===== config.mk =====
export PLATFORM = sky130hd
export DESIGN_NAME = hex_page_ctrl_flat
export DESIGN_NICKNAME = d
export VERILOG_FILES = /design/src/rtl/hex_page_ctrl_pkg.sv /design/src/rtl/hex_page_ctrl_if.sv /design/src/rtl/hex_page_ctrl_btn_edge_sync.sv /design/src/rtl/hex_page_ctrl.sv /design/src/flat_wrapper.sv
export SDC_FILE = /design/constraint.sdc
export NUM_CORES = 1
export LEC_CHECK = 0
export ABC_AREA = 1
export CORE_ASPECT_RATIO = 1.25
export CORE_MARGIN = 4
export CORE_UTILIZATION = 47
export CTS_CLUSTER_DIAMETER = 30
export DETAILED_ROUTE_END_ITERATION = 12
export GPL_TIMING_DRIVEN = 0
export HOLD_SLACK_MARGIN = 0.03
export PLACE_DENSITY = 0.74
export SKIP_LAST_GASP = 1
export SLEW_MARGIN = 20
export SYNTH_ARGS = -nofsm -noshare
export SYNTH_HDL_FRONTEND = slang
export SYNTH_SLANG_ARGS = --single-unit
export TNS_END_PERCENT = 20

===== constraint.sdc =====
create_clock -name clock -period 1.1 [get_ports clock]
set_clock_uncertainty 0.15 [all_clocks]
set_input_delay 0.22 -clock clock [delete_from_list [all_inputs] [get_ports clock]]
set_output_delay 0.22 -clock clock [all_outputs]
set_load 0.02 [all_outputs]

===== src/rtl/hex_page_ctrl_pkg.sv =====
// rtl/hex_page_ctrl_pkg.sv - page state encoding and dwell constants for hex_page_ctrl
package hex_page_ctrl_pkg;

    typedef enum logic {
        PAGE_LO = 1'b0,
        PAGE_HI = 1'b1
    } page_e;

    localparam int unsigned DWELL_CYCLES_DEFAULT = 50_000_000;
    localparam int unsigned DWELL_CYCLES_MAX     = 32'd1 << 26;
    localparam int          DWELL_CNT_W          = 26;

endpackage


===== src/rtl/hex_page_ctrl_if.sv =====
// rtl/hex_page_ctrl_if.sv - write/commit/button inputs and visible display outputs
interface hex_page_ctrl_if;
    logic       wr_en;
    logic [1:0] wr_addr;
    logic [7:0] wr_data;
    logic       commit;
    logic       page_btn;
    logic [7:0] disp0;
    logic [7:0] disp1;
    logic [7:0] disp2;
    logic [7:0] disp3;
    logic       select;
    logic       page_tick;

    modport master (
        output wr_en, wr_addr, wr_data, commit, page_btn,
        input  disp0, disp1, disp2, disp3, select, page_tick
    );

    modport slave (
        input  wr_en, wr_addr, wr_data, commit, page_btn,
        output disp0, disp1, disp2, disp3, select, page_tick
    );
endinterface


===== src/rtl/hex_page_ctrl_btn_edge_sync.sv =====
// rtl/hex_page_ctrl_btn_edge_sync.sv - two-flop synchronizer plus rising-edge pulse for the page button
module btn_edge_sync (
    input  logic clock,
    input  logic reset,
    input  logic btn_i,
    output logic pulse_o
);

    logic sync1_q;
    logic sync2_q;
    logic prev_q;

    always_ff @(posedge clock or negedge reset) begin
        if (!reset) begin
            sync1_q <= 1'b0;
            sync2_q <= 1'b0;
            prev_q  <= 1'b0;
        end else begin
            sync1_q <= btn_i;
            sync2_q <= sync1_q;
            prev_q  <= sync2_q;
        end
    end

    // High for exactly one cycle per press, however long the button is held.
    assign pulse_o = sync2_q & ~prev_q;

endmodule


===== src/rtl/hex_page_ctrl.sv =====
// rtl/hex_page_ctrl.sv - shadowed 4-byte hex display with two-page select; HEX_AUTOPAGE_EN adds timed auto-paging
module hex_page_ctrl
    import hex_page_ctrl_pkg::*;
#(
    parameter int unsigned DWELL_CYCLES = DWELL_CYCLES_DEFAULT
) (
    input  logic           clock,
    input  logic           reset,
    hex_page_ctrl_if.slave bus
);

    if ((DWELL_CYCLES < 2) || (DWELL_CYCLES > DWELL_CYCLES_MAX)) begin : g_bad_dwell
        $error("hex_page_ctrl: DWELL_CYCLES out of range 2..2^26");
    end

    logic [7:0] shadow_q [4];
    logic [7:0] shadow_d [4];
    logic [7:0] disp_q   [4];
    logic [7:0] disp_d   [4];

    // Commit copies the post-write shadow, so a same-cycle write bypasses into the display.
    always_comb begin
        shadow_d = shadow_q;
        if (bus.wr_en) begin
            shadow_d[bus.wr_addr] = bus.wr_data;
        end
        disp_d = disp_q;
        if (bus.commit) begin
            disp_d = shadow_d;
        end
    end

    always_ff @(posedge clock or negedge reset) begin
        if (!reset) begin
            for (int i = 0; i < 4; i++) begin
                shadow_q[i] <= 8'h00;
                disp_q[i]   <= 8'h00;
            end
        end else begin
            shadow_q <= shadow_d;
            disp_q   <= disp_d;
        end
    end

    assign bus.disp0 = disp_q[0];
    assign bus.disp1 = disp_q[1];
    assign bus.disp2 = disp_q[2];
    assign bus.disp3 = disp_q[3];

    logic btn_pulse;
    logic toggle;

    btn_edge_sync u_btn_edge_sync (
        .clock   (clock),
        .reset   (reset),
        .btn_i   (bus.page_btn),
        .pulse_o (btn_pulse)
    );

`ifdef HEX_AUTOPAGE_EN
    logic [DWELL_CNT_W-1:0] cnt_q;
    logic [DWELL_CNT_W-1:0] cnt_d;
    logic                   expire;

    assign expire = (cnt_q == DWELL_CNT_W'(DWELL_CYCLES - 1));
    // A button edge and an expiry in the same cycle merge into one toggle.
    assign toggle = btn_pulse | expire;

    always_comb begin
        cnt_d = cnt_q + 1'b1;
        if (toggle) begin
            cnt_d = '0;
        end
    end

    always_ff @(posedge clock or negedge reset) begin
        if (!reset) begin
            cnt_q <= '0;
        end else begin
            cnt_q <= cnt_d;
        end
    end
`else
    assign toggle = btn_pulse;
`endif

    page_e state_q;
    page_e state_d;
    logic  tick_q;

    always_ff @(posedge clock or negedge reset) begin
        if (!reset) begin
            state_q <= PAGE_LO;
            tick_q  <= 1'b0;
        end else begin
            state_q <= state_d;
            tick_q  <= toggle;
        end
    end

    always_comb begin
        state_d = state_q;
        if (toggle) begin
            case (state_q)
                PAGE_LO: state_d = PAGE_HI;
                PAGE_HI: state_d = PAGE_LO;
            endcase
        end
    end

    always_comb begin
        bus.select    = (state_q == PAGE_HI);
        bus.page_tick = tick_q;
    end

endmodule


===== src/flat_wrapper.sv =====
// flat-port wrapper written by rule: the top's interface ports become plain ports
module hex_page_ctrl_flat import hex_page_ctrl_pkg::*;
#(
    parameter int unsigned DWELL_CYCLES = DWELL_CYCLES_DEFAULT
)
  (clock, reset, bus_wr_en, bus_wr_addr, bus_wr_data, bus_commit, bus_page_btn, bus_disp0, bus_disp1, bus_disp2, bus_disp3, bus_select, bus_page_tick);
  hex_page_ctrl_if bus_i ();
  input  logic clock;
  input  logic reset;
  input wire logic [$bits(bus_i.wr_en)-1:0] bus_wr_en;
  input wire logic [$bits(bus_i.wr_addr)-1:0] bus_wr_addr;
  input wire logic [$bits(bus_i.wr_data)-1:0] bus_wr_data;
  input wire logic [$bits(bus_i.commit)-1:0] bus_commit;
  input wire logic [$bits(bus_i.page_btn)-1:0] bus_page_btn;
  output wire logic [$bits(bus_i.disp0)-1:0] bus_disp0;
  output wire logic [$bits(bus_i.disp1)-1:0] bus_disp1;
  output wire logic [$bits(bus_i.disp2)-1:0] bus_disp2;
  output wire logic [$bits(bus_i.disp3)-1:0] bus_disp3;
  output wire logic [$bits(bus_i.select)-1:0] bus_select;
  output wire logic [$bits(bus_i.page_tick)-1:0] bus_page_tick;
  assign bus_i.wr_en = bus_wr_en;
  assign bus_i.wr_addr = bus_wr_addr;
  assign bus_i.wr_data = bus_wr_data;
  assign bus_i.commit = bus_commit;
  assign bus_i.page_btn = bus_page_btn;
  assign bus_disp0 = bus_i.disp0;
  assign bus_disp1 = bus_i.disp1;
  assign bus_disp2 = bus_i.disp2;
  assign bus_disp3 = bus_i.disp3;
  assign bus_select = bus_i.select;
  assign bus_page_tick = bus_i.page_tick;
  hex_page_ctrl #(.DWELL_CYCLES(DWELL_CYCLES)) u_core (.clock(clock), .reset(reset), .bus(bus_i));
endmodule

==> impl_metrics.csv, run 1 <==
group,metric,value,unit
floorplanning,die_area,7520,um^2
critical_path,cp_slowest_stage_delay,0.41,ns
timing,pins_over_their_slew_limit,0,
power,peakVddDrop,1150,uV
synth,ys_warns,0,
drt,vias,2364,
timing,relSlewSlack,64.6,%
finish,final_net_count,417,
synth,syn-instance-count,328,
critical_path,setup.worst_path.end_class,"output pin",
floorplanning,design.portCount,49,
critical_path,worst_ep_required_time,0.73,ns
cts,clockRootBuffer,"clkbuf_8",
cts,insertion_delay,0.34,ns
floorplanning,die-width,78.4,um
critical_path,crit_slowest_cell,"dfrtp_1",
power,total_leakage_power,2.01,nW
placed_design,gp_routability_congestion,0.843,
synth,syn-mean-instance-area,8.87,um^2
cts,clock_tree_from_tritoncts,"yes",
finish,area_growth_syn_to_layout,32.8,%
placed_design,dp_hpwl,4.44,mm
floorplanning,initial_core_util,49.4,%
drt,remaining_drc_errors,0,
power,pwr-share-clk,29.9,%
timing,rsz_0062_raised_after_global_routing,"yes",
drt,wirelength_routed,6.57,mm
global_route,globalRouteOverflowTotal,0,
drt,post_drt_wl_per_cell,13.4,um
finish,final_antenna_diode_count,0,
global_route,overall_fraction_of_global_route_tracks_in_use,19.5,%
floorplanning,core_region_area,5900,um^2
outcome,run_status,"finished with violations",
placed_design,pre_cts_ws,-0.753,ns
cts,reg_clk_slew_reported_paths,0.07,ns
drt,vias_per_cell,4.83,
global_route,antenna_found_initial,0,
min_path,hold_path_startpoint,"bus_commit",
critical_path,crit_arrival,0.89,ns
job,drv_cap,0,
synth,synthDominantCellAreaShare,59.3,%
cts,clockBufferDepth,2,
finish,postLayoutCoreUtil,65.6,%
timing,timing.final.setup_violations,34,
synth,netlist_area,2910,um^2
synth,synth_cell_type_count,17,
critical_path,critical_path.max_fanout,2,
floorplanning,die_h,96.0,um
cts,tritoncts.num_buffers,9,
drt,drtIter0Drc,143,
synth,ys_seq_area_share,59.3,%
drt,antenna_left,0,
global_route,pin_count_of_the_biggest_net_entering_global_routing,38,
power,power_frac_seq,45.9,%
power,p_per_area,1750,nW/um^2
power,netSwitchingPower,1.97,mW
timing,worst_pin_slew,0.531,ns
placed_design,place.port_buffers,47,
power,power_report.internal_total,4.80,mW
drt,detail_route.first_pass.iterations,4,
min_path,min_path_type,"input port to flip-flop",
timing,period_minus_slack,1.26,ns
timing,timing.final.ws_setup,-0.161,ns
timing,clock.fmax,0.793,GHz
outcome,violations,"setup timing",
critical_path,reg2reg_from,"u_core.u_btn_edge_sync.prev_q",
timing,hold_viol,0,
global_route,global_route_wire_length_before_repair,11.2,mm
floorplanning,rows,31,
critical_path,setup.worst_path.class,"flip-flop to output pin",
synth,flop_and_latch_count_out_of_synthesis,69,
power,comb_power_share,24.1,%
critical_path,timing.critical_path.from,"u_core.bus.disp1[1]",
global_route,vias_in_the_first_global_route,2380,
critical_path,critPathTopFamily,"flip-flops",
critical_path,cp.buffers_inverters,1,
power,switching_share,29.1,%
critical_path,crit_path_cell_chain,"buf_6",
timing,post-route-period-util,115,%
synth,syn_nets,343,
synth,synth_largest_area_cell,"dfrtp_1",
timing,worst_hold_slack,0.0538,ns
synth,synth_top_cells_by_area,"dfrtp_1, nand2_1, nand3_1",
cts,cts.sink_count,69,
cts,htree_num_levels,3,
finish,drive_above_1_share,20.4,%
critical_path,startpoint_type,"flip-flop",
-- per-stage QoR --
stage	total power [mW]	setup TNS [ns]	instances	area, um^2
floorplan	3.94	0	328	2910
global placement	4.56	-231.37	457	3490
detailed placement	4.61	-50.63	458	3500
CTS	6.62	-7.44	478	3700
global route	7.10	-8.29	489	3860
finish	6.77	-4.76	489	3860
-- cell usage after synthesis, drive strengths merged --
library cell,n
nand2,105
nand4,8
buf,7
clkinv,1
nor2,2
clkbuf,5
nand3,52
dfrtp,69
inv,45
xnor2,1
and2,32
or2,1
-- tightest hold or removal path: cells and delay by family --
family | cells | cell delay [ns]
simple gates | 2 | 0.15
buf+inv | 1 | 0.14
-- state kept, by name, indices dropped and copies added (netlist names) --
name / count
u_core.shadow_q: 32
u_core.bus.select: 1
u_core.bus.disp3: 8
u_core.bus.disp2: 8
u_core.bus.disp1: 8
u_core.u_btn_edge_sync.sync1_q: 1
u_core.u_btn_edge_sync.sync2_q: 1
u_core.u_btn_edge_sync.prev_q: 1
u_core.bus.disp0: 8
u_core.bus.page_tick: 1
-- per-layer routing --
| layer | vias up | global-route usage (%) | routed length (um) |
|---|---|---|---|
| li1 | 1152 | - | - |
| met1 | 1134 | 24.0 | 2830 |
| met2 | 62 | 33.1 | 3240 |
| met3 | 16 | 3.00 | 298 |
| met4 | 0 | 10.8 | 193 |
| met5 | - | 0 | 0 |
-- layout make-up --
| cell class | instances | area [um^2] |
|---|---|---|
| Buffer | 12 | 76.3 |
| Clock buffer | 11 | 141 |
| Clock inverter | 5 | 50.0 |
| Fill cell | 500 | 2030 |
| Inverter | 46 | 178 |
| Multi-Input combinational cell | 201 | 985 |
| Sequential cell | 69 | 1730 |
| Tap cell | 82 | 103 |
| Timing Repair Buffer | 63 | 606 |
-- repair_timing --
item                                    CTS  global route
gates cloned                              0             0
hold buffers                              1             0
endpoints found under the setup margin   98           136
hold endpoints to repair                 32             0
setup buffers                             3            11
gates resized for setup                 183            35
pin swaps                                 0             1
-- path summary, 6_finish.rpt --
| path | end | slack [ns] | depth (start not counted) |
|---|---|---|---|
| worst max register to register | u_core.bus.select | 0.04 | 2 |
| worst min register to register | u_core.u_btn_edge_sync.sync2_q | 0.20 | 0 |
| max in group asynchronous | u_core.bus.disp1[4] | 0.05 | 3 |
| worst max-delay path | bus_disp1[1] | -0.16 | 1 |
| min in group asynchronous | u_core.bus.disp3[3] | 0.22 | 2 |
| worst min-delay path | u_core.bus.disp2[7] | 0.05 | 3 |
-- power groups by stage --
stage | Clock [mW] | Sequential (mW) | Combinational (mW)
finish | 2.03 | 3.11 | 1.63
global route | 2.13 | 3.16 | 1.81
CTS | 2.05 | 3.10 | 1.48
detailed placement | 0 | 3.13 | 1.49
global placement | 0 | 3.12 | 1.45
floorplan | 0 | 3.35 | 0.590
-- logic make-up (layout without fill, tap and decap cells) --
group / after synthesis / count (layout) / share of synthesized area, %
flops: 69 / 69 / 59.3
buf+inv: 58 / 137 / 7.95
simple gates: 200 / 200 / 32.4
xor+xnor: 1 / 1 / 0.301
-- cell usage in the layout (no fill, tap or decap), drive strengths merged --
cell type / n
and2: 32
buf: 57
bufinv: 1
clkbuf: 19
clkdlybuf4s50: 9
clkinv: 5
dfrtp: 69
dlygate4sd3: 1
inv: 45
nand2: 105
nand3: 52
nand4: 8
nor2: 2
or2: 1
xnor2: 1
Power figures use the tool's default switching activity.
==> inputs of run 2 (changes only) <==
--- a/config.mk
+++ b/config.mk
@@ -13,7 +13,7 @@
 export DETAILED_ROUTE_END_ITERATION = 12
 export GPL_TIMING_DRIVEN = 0
 export HOLD_SLACK_MARGIN = 0.03
-export PLACE_DENSITY = 0.74
+export PLACE_DENSITY = 0.83
 export SKIP_LAST_GASP = 1
 export SLEW_MARGIN = 20
 export SYNTH_ARGS = -nofsm -noshare
==> run 2 against run 1 <==
  * The run still ends with setup timing left
  * Clock power is 11% higher
  * Setup slack worse by 0.0038 ns
  * Global-route usage is 0.19 points lower
  * Critical endpoint is now bus_select
==> impl_metrics.csv, run 2 (synthesized netlist as in run 1, its figures left out) <==
group,metric,value,unit
outcome,run_status,"finished with violations",
outcome,violations,"setup timing",
placed_design,detailed_place.area,3510,um^2
finish,area_growth_syn_to_layout,34.1,%
finish,layout.cells.most_common_list,"nand2_1, dfrtp_1, nand3_1",
finish,final_cell_area,3900,um^2
floorplanning,design.portCount,49,
min_path,min_delay_path_depth,3,
timing,rsz_0062_raised_after_global_routing,"yes",
drt,detail_route.first_pass.iterations,4,
floorplanning,rows,31,
cts,tritoncts.num_buffers,9,
min_path,min_path_type,"input port to flip-flop",
timing,totalNegativeSetupSlack,-6.00,ns
placed_design,dp_hpwl,4.39,mm
global_route,antenna_found_initial,0,
drt,drtIter0Drc,225,
drt,antenna_left,0,
critical_path,worst_ep_required_time,0.73,ns
cts,reg_clk_slew_reported_paths,0.08,ns
min_path,hold-path-endpoint,"u_core.bus.disp3[7]",
power,comb_power_share,23.7,%
placed_design,place.port_buffers,47,
timing,timing.final.ws_setup,-0.165,ns
drt,remaining_drc_errors,0,
critical_path,cp.buffers_inverters,1,
power,p_per_area,1800,nW/um^2
cts,clockRootBuffer,"clkbuf_8",
global_route,global_route_wire_length_before_repair,11.0,mm
finish,largest_register,"u_core.shadow_q",
cts,clockBufferDepth,2,
power,pwr-share-clk,32.2,%
critical_path,crit_path_cell_chain,"buf_2",
critical_path,worst_r2r_endpoint,"u_core.bus.select",
timing,pins_over_their_slew_limit,0,
cts,insertion_delay,0.35,ns
cts,clock_tree_from_tritoncts,"yes",
power,netSwitchingPower,2.04,mW
placed_design,gp_routability_congestion,0.793,
cts,cts.sink_count,69,
power,total_leakage_power,2.02,nW
timing,timing.final.setup_violations,64,
cts,htree_num_levels,3,
finish,mostFrequentLayoutCell,"nand2_1",
power,power_frac_seq,44.1,%
critical_path,cp_slowest_stage_delay,0.38,ns
critical_path,ff2ff_path_depth,2,
min_path,hold_path_startpoint,"bus_commit",
global_route,pin_count_of_the_biggest_net_entering_global_routing,58,
critical_path,crit_slowest_cell,"dfrtp_1",
global_route,overall_fraction_of_global_route_tracks_in_use,19.3,%
floorplanning,die-width,78.4,um
finish,drive_above_1_share,20.2,%
floorplanning,initial_core_util,49.4,%
floorplanning,die_area,7520,um^2
global_route,globalRouteOverflowTotal,0,
drt,vias,2367,
drt,wirelength_routed,6.57,mm
drt,post_drt_wl_per_cell,13.3,um
power,peakVddDrop,1330,uV
power,switching_share,29.0,%
critical_path,critPathTopFamily,"flip-flops",
finish,number_of_flip_flops_under_the_largest_register_name,32,
finish,final_net_count,421,
critical_path,setup.worst_path.class,"flip-flop to output pin",
floorplanning,core_region_area,5900,um^2
job,drv_cap,0,
finish,final_antenna_diode_count,0,
power,power_report.internal_total,4.99,mW
critical_path,crit_arrival,0.90,ns
floorplanning,die_h,96.0,um
timing,relSlewSlack,68.5,%
timing,period_minus_slack,1.27,ns
critical_path,critical_path.max_fanout,2,
critical_path,startpoint_type,"flip-flop",
timing,worst_pin_slew,0.472,ns
critical_path,reg2reg_slack,0,ns
critical_path,setup.worst_path.end_class,"output pin",
drt,vias_per_cell,4.80,
timing,post-route-period-util,115,%
timing,clock.fmax,0.790,GHz
timing,hold_viol,0,
critical_path,reg2reg_from,"u_core.u_btn_edge_sync.prev_q",
global_route,vias_in_the_first_global_route,2345,
[run 2: worst max path at each step]
stage / startpoint / end / cells past startpoint
6_report: u_core.bus.select / bus_select / 1
3_3_place_gp: reset / u_core.bus.disp0[3] / 1
5_1_grt: u_core.bus.disp3[7] / bus_disp3[7] / 1
3_5_place_dp: bus_wr_addr[1] / u_core.bus.disp2[1] / 6
4_1_cts: u_core.bus.select / bus_select / 1
2_1_floorplan: bus_wr_addr[1] / u_core.shadow_q[16] / 4
[run 2: cell type report]
cell class	count	area [um^2]
repair buffers	67	648
plain buffers	12	67.6
clock inverters	6	87.6
multi-input cells	201	970
fillers	472	1990
well taps	82	103
flip-flops and latches	69	1730
inverters	46	174
clock buffers	10	128
[run 2: power groups by stage]
stage                     clock network, mW  logic, mW  registers, mW
after floorplan                           0      0.590           3.35
after global placement                    0       1.44           3.12
after detailed placement                  0       1.49           3.13
after CTS                              2.27       1.52           3.09
after global routing                   2.40       1.83           3.14
final                                  2.26       1.67           3.10
[run 2: layer usage]
metal	track usage, %	vias to the layer above	share of wire (%)
met1	24.8	1144	44
met5	0	-	0
met3	5.24	9	5.4
li1	-	1161	-
met2	31.2	53	49
met4	8.02	0	1.7
[run 2: worst min-delay path: stages]
cell and delay, ns:
clkbuf_1 0.16, nand3_1 0.12, nand2_1 0.05
[run 2: stage by stage]
stage                     instances  hold WS, ns  utilization [%]  worst slack, ns  power, mW
after floorplan                 328       -0.226                -           0.0139       3.94
after global placement          457        0.183             59.1            -2.54       4.56
after detailed placement        458      -0.0648             59.6           -0.734       4.62
after CTS                       485       0.0669             64.0           -0.201       6.89
after global routing            493        0.116             66.2           -0.209       7.37
final                           493       0.0906             66.2           -0.165       7.03
[run 2: what timing repair did]
item	in CTS	in global routing
endpoints found under the hold margin	69	0
resized for setup	181	22
hold buffers	1	0
setup endpoints to repair	98	93
setup buffers	10	8
